==> src/rtl/byteblast8_pkg.sv <==
// byteblast8 shared definitions: opcode values, execute-stage FSM states and ALU op selects.
// The opcode always occupies the top OPC_BITS bits of the instruction word.
package byteblast8_pkg;

  localparam int OPC_BITS = 3;

  localparam logic [OPC_BITS-1:0] OP_NOP = 3'b000;
  localparam logic [OPC_BITS-1:0] OP_LD  = 3'b001;
  localparam logic [OPC_BITS-1:0] OP_ADD = 3'b010;
  localparam logic [OPC_BITS-1:0] OP_SUB = 3'b011;
  localparam logic [OPC_BITS-1:0] OP_STR = 3'b100;

  typedef enum logic [2:0] {
    S_IDLE,
    S_FETCH_OP,
    S_LOAD_OP,
    S_STORE,
    S_DONE
  } state_t;

  typedef enum logic [1:0] {
    ALU_PASS,
    ALU_ADD,
    ALU_SUB
  } alu_op_t;

  function automatic alu_op_t alu_op_for(input logic [OPC_BITS-1:0] opc);
    alu_op_t op;
    case (opc)
      OP_ADD:  op = ALU_ADD;
      OP_SUB:  op = ALU_SUB;
      default: op = ALU_PASS;
    endcase
    return op;
  endfunction

endpackage

==> src/rtl/exec_alu.sv <==
// exec_alu: combinational pass/add/sub for the execute stage.
// carry is the bit above the result: carry-out for add, borrow for sub, 0 for pass.
module exec_alu
  import byteblast8_pkg::*;
#(
  parameter int DATA_BITS = 8
) (
  input  logic [DATA_BITS-1:0] a,
  input  logic [DATA_BITS-1:0] b,
  input  alu_op_t              op,
  output logic [DATA_BITS-1:0] result,
  output logic                 carry
);

  logic [DATA_BITS:0] w_sum;

  always_comb begin
    w_sum = {1'b0, b};
    case (op)
      ALU_ADD: w_sum = {1'b0, a} + {1'b0, b};
      ALU_SUB: w_sum = {1'b0, a} - {1'b0, b};
      default: w_sum = {1'b0, b};
    endcase
    result = w_sum[DATA_BITS-1:0];
    carry  = w_sum[DATA_BITS];
  end

endmodule

==> src/rtl/exec_unit.sv <==
// exec_unit: byteblast8 execute stage; runs LD/ADD/STR against ram through an accumulator.
// Define EXEC_SUB_EN to make opcode 011 a SUB instead of an illegal opcode.
module exec_unit
  import byteblast8_pkg::*;
#(
  parameter int ADDRESS_BITS = 5,
  parameter int DATA_BITS    = 8
) (
  input  logic                    clk,
  input  logic                    reset,
  input  logic                    start,
  input  logic [DATA_BITS-1:0]    instr,
  input  logic [DATA_BITS-1:0]    ram_data_in,
  output logic [ADDRESS_BITS-1:0] ram_address,
  output logic                    ram_w_enable,
  output logic [DATA_BITS-1:0]    ram_data_out,
  output logic [DATA_BITS-1:0]    acc,
  output logic                    carry,
  output logic                    busy,
  output logic                    done,
  output logic                    illegal
);

  state_t                  r_state, w_next;
  logic [OPC_BITS-1:0]     r_op, w_opc;
  logic [ADDRESS_BITS-1:0] r_addr, w_addr;
  logic [DATA_BITS-1:0]    r_acc, w_alu_res;
  logic                    r_carry, r_illegal;
  logic                    w_alu_carry, w_legal, w_needs_fetch, w_accept;
  alu_op_t                 w_alu_op;

  assign w_opc    = instr[DATA_BITS-1 -: OPC_BITS];
  assign w_addr   = instr[ADDRESS_BITS-1:0];
  assign w_accept = (r_state == S_IDLE) && start;

  always_comb begin
    w_legal       = 1'b1;
    w_needs_fetch = 1'b0;
    case (w_opc)
      OP_NOP, OP_STR: w_needs_fetch = 1'b0;
      OP_LD, OP_ADD:  w_needs_fetch = 1'b1;
`ifdef EXEC_SUB_EN
      OP_SUB:         w_needs_fetch = 1'b1;
`endif
      default:        w_legal = 1'b0;
    endcase
  end

  always_ff @(posedge clk or negedge reset) begin
    if (!reset) r_state <= S_IDLE;
    else        r_state <= w_next;
  end

  always_comb begin
    w_next       = r_state;
    ram_address  = '0;
    ram_w_enable = 1'b0;
    busy         = 1'b1;
    done         = 1'b0;
    case (r_state)
      S_IDLE: begin
        busy = 1'b0;
        if (start) begin
          if (w_needs_fetch)       w_next = S_FETCH_OP;
          else if (w_opc == OP_STR) w_next = S_STORE;
          else                      w_next = S_DONE;
        end
      end
      S_FETCH_OP: begin
        ram_address = r_addr;
        w_next      = S_LOAD_OP;
      end
      S_LOAD_OP: begin
        ram_address = r_addr;
        w_next      = S_DONE;
      end
      S_STORE: begin
        ram_address  = r_addr;
        ram_w_enable = 1'b1;
        w_next       = S_DONE;
      end
      S_DONE: begin
        done   = 1'b1;
        w_next = S_IDLE;
      end
      default: w_next = S_IDLE;
    endcase
  end

  // Operand is latched at accept so instr may change freely while busy.
  always_ff @(posedge clk or negedge reset) begin
    if (!reset) begin
      r_op      <= OP_NOP;
      r_addr    <= '0;
      r_acc     <= '0;
      r_carry   <= 1'b0;
      r_illegal <= 1'b0;
    end else begin
      if (w_accept) begin
        r_op   <= w_opc;
        r_addr <= w_addr;
        if (!w_legal) r_illegal <= 1'b1;
      end
      if (r_state == S_LOAD_OP) begin
        r_acc <= w_alu_res;
        if (r_op != OP_LD) r_carry <= w_alu_carry;
      end
    end
  end

  assign w_alu_op = alu_op_for(r_op);

  exec_alu #(.DATA_BITS(DATA_BITS)) u_alu (
    .a      (r_acc),
    .b      (ram_data_in),
    .op     (w_alu_op),
    .result (w_alu_res),
    .carry  (w_alu_carry)
  );

  assign acc          = r_acc;
  assign ram_data_out = r_acc;
  assign carry        = r_carry;
  assign illegal      = r_illegal;

endmodule

==> config.mk <==
export PLATFORM = sky130hd
export DESIGN_NAME = exec_unit
export DESIGN_NICKNAME = d
export VERILOG_FILES = /design/src/rtl/byteblast8_pkg.sv /design/src/rtl/exec_alu.sv /design/src/rtl/exec_unit.sv
export SDC_FILE = /design/constraint.sdc
export NUM_CORES = 1
export LEC_CHECK = 0
export CAP_MARGIN = 10
export CORE_MARGIN = 2
export CORE_UTILIZATION = 28
export DETAILED_ROUTE_END_ITERATION = 10
export PLACE_DENSITY = 0.5
export SETUP_SLACK_MARGIN = 0.02
export SLEW_MARGIN = 20
export SYNTH_ARGS = -nofsm -noshare
export SYNTH_HDL_FRONTEND = slang
export SYNTH_SLANG_ARGS = --single-unit
export TNS_END_PERCENT = 10
==> constraint.sdc <==
create_clock -name clk -period 3.2 [get_ports clk]
set_input_delay 0.64 -clock clk [delete_from_list [all_inputs] [get_ports clk]]
set_output_delay 0.64 -clock clk [all_outputs]
set_load 0.03 [all_outputs]
==> flow_summary.toml, run 1 <==
[sta]
fin_setup_tns_ns = 0
slew_violations = 0
finalWorstPathRequiredPeriod_ns = 2.96
skew_ns = 0.00167
setup_viol = 0
max-slew-margin-rel = 0.612
rsz0062_at_grt = "no"
period_share = 0.924
worst_pin_slew_ns = 0.583
fmax_ghz = 0.338
hold_viol = 0

[cts]
cts_root_buf = "clkbuf_8"
numCtsBuffers = 3
clock_path_buffers = 2
holdBufCountCts = 0
clk_pin_slew_ns = 0.08
clock_sinks = 21
cts_setup_buffers = 0
htree_levels = 1
cts_tree = "built"
cts.repair.resized = 0
worst_skew_pair.late_latency_ns = 0.26

[synth]
syn_avg_cell_area_sq_um = 8.90
ys_async_sr_fraction = 1.00
synth_flop_cell = "dfrtp_1"
syn_area_sq_um = 1550
yosysSeqAreaShare = 0.340
synth_cell_types = 44
syn_inst = 174
yosysTopAreaCellShare = 0.340
yosysMostFrequentCell = "dfrtp_1"
mappedNetlistNets = 204
yosysWarnings = 0
synth_commonest_cells = "21 x dfrtp_1, 17 x nor2_1, 16 x nand2_1, 10 x a21oi_1, 10 x ha_1"
synth-edff-count = 0
synth_area_leaders = "dfrtp_1 34%, ha_1 8.1%, mux2_1 5.8%, xnor2_1 4.5%, nor2_1 4.1%"
yosys_register_bits = 21
synth_top_area_cell = "dfrtp_1"

[setup_path]
critical_path_buf_inv_count = 1
cp.arrival_ns = 3.15
worst_setup_path_start_kind = "flip-flop"
max_stage_delay_ns = 0.47
critPathMaxFanout = 6
crit_slowest_cell = "or3b_2"
crit_type = "flip-flop to flip-flop"
critical-path-top-delay-family = "simple AND/OR/NAND/NOR gates"
end_kind = "flip-flop"
path_cells = "or3b_2 > ha_1 > buf_4 > nor2_1 > xnor2_1 > ha_1 > a21o_1 > a31o_1 > or4_1 > nand3_1"
cp_common_cell = "ha_1"
worstPathRequired_ns = 3.40

[worst_hold_path]
hold_path_class = "flip-flop to flip-flop"

[floorplan]
core_sq_um = 5410
rows = 27
die_x_um = 78.3
start_util = 0.286
dieArea_sq_um = 6140
ios = 45
die_h_um = 78.3

[detailed_routing]
viasPerCell = 4.58
drc = 0
num_vias = 1332
drt_iter0_drc = 91
final_antenna_net_count = 0
drt-total-wl_um = 3700
dr.pass1.iters = 6
post_drt_wl_per_cell_um = 12.7

[final_layout]
nNetsFinal = 250
antenna_cells = 0
utilization = 0.392
syn_to_final_growth_pct = 36.9
final_cells = 291
layout-drive-gt1-share = 0.100

[global_route]
grt_pass1_vias = 1280
antenna_found_initial = 0
grt_first_pass_wirelength_um = 6220
gr-total-overflow = 0
grt_max_degree = 22
grt.total_usage = 0.126

[power]
vdd_drop_max_mv = 0.462
p_leak_nw = 0.913
powerDensity_nw_per_um2 = 939
power.total_mw = 1.99

[placed_design]
routabilityCongestion = 0.805
io_buffers = 44
place_inst = 287
hpwl_um = 2950

[run]
drv_cap = 0

[status]
status = "finished, final reports clean"
==> final cells by class <==
cell class / count / area [sq um]
Sequential cell: 21 / 526
Clock inverter: 1 / 5.00
Multi-Input combinational cell: 133 / 916
Clock buffer: 3 / 41.3
Timing Repair Buffer: 54 / 515
Inverter: 7 / 26.3
Fill cell: 567 / 3290
Tap cell: 72 / 90.1
==> layer usage <==
metal / wire length (um) / global-route usage / vias up
li1: - / - / 699
met1: 1840 / 0.174 / 604
met2: 1720 / 0.206 / 27
met3: 117 / 0.0276 / 2
met4: 19 / 0.0158 / 0
met5: 0 / 0 / -
==> report_power, final <==
group	switching (mW)	internal, mW	total [mW]
clock network	0.0886	0.0867	0.175
logic	0.742	0.611	1.35
registers	0.0998	0.362	0.462
total	0.930	1.06	1.99
==> kinds of logic (layout without fill, tap and decap cells) <==
kind of cell | after synthesis | after routing | share of synthesized area
adders and majority gates | 11 | 11 | 0.0938
buffers and inverters | 20 | 65 | 0.0687
DFF | 21 | 21 | 0.340
muxes | 12 | 12 | 0.0841
xor gates and xnor gates | 9 | 9 | 0.0509
and+or+nand+nor | 63 | 63 | 0.205
AOI/OAI and AO/OA | 38 | 38 | 0.158
==> worst reg2reg max path, stage by stage (launching register included) <==
cell	delay (ns)
dfrtp_1	0.41
or3b_2	0.47
ha_1	0.29
buf_4	0.19
nor2_1	0.12
xnor2_1	0.13
ha_1	0.30
a21o_1	0.21
a31o_1	0.22
or4_1	0.47
nand3_1	0.10
==> state kept, by name, indices dropped and copies added (netlist names) <==
name     flops
carry        1
acc          8
illegal      1
r_addr       5
r_op         3
r_state      3
==> cell usage in the layout, fill, tap and decap left out, types with 2 or more instances in the layout <==
master and n:
a21oi_1 10, buf_4 10, dfrtp_1 21, o21ai_0 5
nor2_1 17, nand3_1 2, a211oi_1 2, mux2_1 8
o21ai_1 6, a21o_1 4, inv_1 6, clkbuf_8 3
ha_1 10, nor3_1 9, a31oi_1 2, xnor2_1 8
nand2b_1 2, and2_1 5, clkdlybuf4s50_1 44, mux2i_1 4
nor4_1 2, nand2_1 16
==> metrics by stage <==
| stage | cell area [sq um] | worst slack (ns) | hold WS [ns] |
|---|---|---|---|
| detailed placement | 2070 | 0.0436 | 0.443 |
| floorplan | 1550 | 0.434 | 0.344 |
| finish | 2120 | 0.243 | 0.456 |
| global placement | 2070 | 0.0699 | 0.439 |
| global route | 2120 | 0.166 | 0.486 |
| CTS | 2120 | 0.261 | 0.462 |
==> final timing paths <==
check	start	end	slack, ns	cells past startpoint
worst max-delay path	r_op[2]	acc[7]	0.24	10
worst min-delay path	illegal	illegal	0.46	1
worst max register to register	r_op[2]	acc[7]	0.24	10
worst min register to register	illegal	illegal	0.46	1
max in group asynchronous	reset	r_state[2]	2.25	2
min in group asynchronous	reset	r_addr[3]	0.72	2
Power figures use the tool's default switching activity.
==> inputs of run 2 (changes only) <==
--- a/config.mk
+++ b/config.mk
@@ -9,10 +9,10 @@
 export CORE_MARGIN = 2
 export CORE_UTILIZATION = 28
 export DETAILED_ROUTE_END_ITERATION = 10
+export GPL_ROUTABILITY_DRIVEN = 1
 export PLACE_DENSITY = 0.5
 export SETUP_SLACK_MARGIN = 0.02
 export SLEW_MARGIN = 20
 export SYNTH_ARGS = -nofsm -noshare
 export SYNTH_HDL_FRONTEND = slang
 export SYNTH_SLANG_ARGS = --single-unit
-export TNS_END_PERCENT = 10
==> results of run 2 <==
Final layout, timing and power as in run 1 (identical DEF).
==> inputs of run 3 (changes only) <==
--- a/config.mk
+++ b/config.mk
@@ -6,7 +6,6 @@
 export NUM_CORES = 1
 export LEC_CHECK = 0
 export CAP_MARGIN = 10
-export CORE_MARGIN = 2
 export CORE_UTILIZATION = 28
 export DETAILED_ROUTE_END_ITERATION = 10
 export GPL_ROUTABILITY_DRIVEN = 1
==> run 3 against run 2 <==
Hold slack better by 0.025 ns. Sequential power about the same. Final area down 0.35%. Clock skew up 0.0015 ns. Critical path type unchanged. Critical endpoint is now acc[6]. Largest cell class unchanged. Highest routed layer unchanged.
==> flow_summary.toml, run 3 (same netlist as run 1, synthesis figures left out) <==
[cts]
htree_levels = 1
cts_root_buf = "clkbuf_8"
numCtsBuffers = 3
clock_sinks = 21
holdBufCountCts = 0
clock_path_buffers = 2
cts_tree = "built"
worst_skew_pair.late_latency_ns = 0.26
cts.repair.resized = 0
clk_pin_slew_ns = 0.09
cts_setup_buffers = 0

[setup_path]
reg2reg_depth = 9
path_cells = "or3b_2 > ha_1 > mux2i_1 > fa_1 > a211oi_1 > o21bai_1 > a21oi_1 > mux2i_1 > o211ai_1"
cp_common_cell = "mux2i_1"
critPathMaxFanout = 8
worst_setup_path_start_kind = "flip-flop"
ff2ff_setup_slack_ns = 0.22
crit_slowest_cell = "or3b_2"
rr_startpoint = "r_op[2]"
reg2reg_to = "acc[6]"
crit_path_start = "r_op[2]"
worstPathRequired_ns = 3.34
crit_type = "flip-flop to flip-flop"
end_kind = "flip-flop"
max_stage_delay_ns = 0.47
cp.arrival_ns = 3.12

[detailed_routing]
post_drt_wl_per_cell_um = 13.1
drc = 0
drt-total-wl_um = 3770
final_antenna_net_count = 0
num_vias = 1357
viasPerCell = 4.71
drt_iter0_drc = 35
dr.pass1.iters = 4

[status]
status = "finished, final reports clean"

[final_layout]
largest_reg_flops = 8
final_cell_mix = "44 x clkdlybuf4s50_1, 21 x dfrtp_1, 17 x nor2_1"
nNetsFinal = 249
final_cells = 288
utilization = 0.406
fillers = 550
syn_to_final_growth_pct = 36.5
layout-drive-gt1-share = 0.0963
fin_area_sq_um = 2110
antenna_cells = 0
final_common_cell = "clkdlybuf4s50_1"

[sta]
worst_pin_slew_ns = 0.593
fmax_ghz = 0.335
whs_ns = 0.481
skew_ns = 0.00316
period_share = 0.932
finalWorstPathRequiredPeriod_ns = 2.98
rsz0062_at_grt = "no"
max-slew-margin-rel = 0.605
fin_setup_tns_ns = 0
worst_slack_ns = 0.217
setup_viol = 0
slew_violations = 0
hold_viol = 0

[power]
powerDensity_nw_per_um2 = 951
switching_share = 0.473
p_leak_nw = 0.904
seqPwrFrac = 0.230
power.total_mw = 2.01
vdd_drop_max_mv = 0.514
comb_power_share = 0.677
power_report.internal_total_mw = 1.06
power_frac_clock = 0.093
p_switching_mw = 0.949

[run]
drv_cap = 0

[placed_design]
hpwl_um = 3020
place_area_sq_um = 2060
place_inst = 284
routabilityCongestion = 0.818
post-place-ws_ns = 0.0510
io_buffers = 44

[global_route]
antenna_found_initial = 0
grt_pass1_vias = 1326
gr-total-overflow = 0
grt_first_pass_wirelength_um = 6430
grt_max_degree = 22
grt.total_usage = 0.137

[worst_hold_path]
min_to = "illegal"
holdCritStartpoint = "illegal"
hold_path_class = "flip-flop to flip-flop"
hold_path_depth = 1

[floorplan]
die_h_um = 76.3
die_x_um = 76.3
core_sq_um = 5200
rows = 26
start_util = 0.297
dieArea_sq_um = 5830
ios = 45
run 3: cell count changes in the layout (fill, tap and decap cells not counted):
cell / before / now
buf_4: 10 / 9
clkinv_2: 1 / 0
clkinvlp_4: 0 / 1
run 3: how the worst max path moves through the flow:
stage               endpoint  slack [ns]  cells after the start
floorplan             acc[6]        0.43                     10
global placement      acc[7]        0.03                     12
detailed placement    acc[7]        0.05                     12
CTS                   acc[6]        0.24                      9
global route          acc[6]        0.04                      9
finish                acc[6]        0.22                      9
run 3: area by class of cell:
cell class | count | area, sq um | share of cell area
Multi-Input combinational cell | 133 | 916 | 0.434
Sequential cell | 21 | 526 | 0.249
Timing Repair Buffer | 53 | 508 | 0.241
Clock buffer | 3 | 41.3 | 0.0195
Tap cell | 70 | 87.6 | 0.0415
Inverter | 7 | 26.3 | 0.0124
Clock inverter | 1 | 7.51 | 0.00355
run 3: critical path, delay by kind of cell, from the launching register on:
| family | cells | cell delay (ns) |
|---|---|---|
| AOI/OAI and AO/OA | 4 | 0.75 |
| DFF | 1 | 0.41 |
| muxes | 2 | 0.42 |
| and+or+nand+nor | 1 | 0.47 |
| adders and majority gates | 2 | 0.80 |
run 3: power groups by stage:
stage / logic, mW / clock network, mW / registers [mW]
final: 1.36 / 0.187 / 0.461
after global routing: 1.48 / 0.205 / 0.483
after CTS: 1.36 / 0.198 / 0.464
after detailed placement: 1.35 / 0 / 0.469
after global placement: 1.36 / 0 / 0.466
after floorplan: 0.875 / 0 / 0.545
run 3: layer usage:
metal / global-route usage / wire length [um] / vias to the layer above / part of all wire
met2: 0.237 / 1810 / 30 / 0.48
met1: 0.179 / 1800 / 627 / 0.48
met4: 0.0269 / 40 / 0 / 0.011
met3: 0.0251 / 126 / 6 / 0.033
met5: 0 / 0 / - / 0
li1: - / - / 694 / -
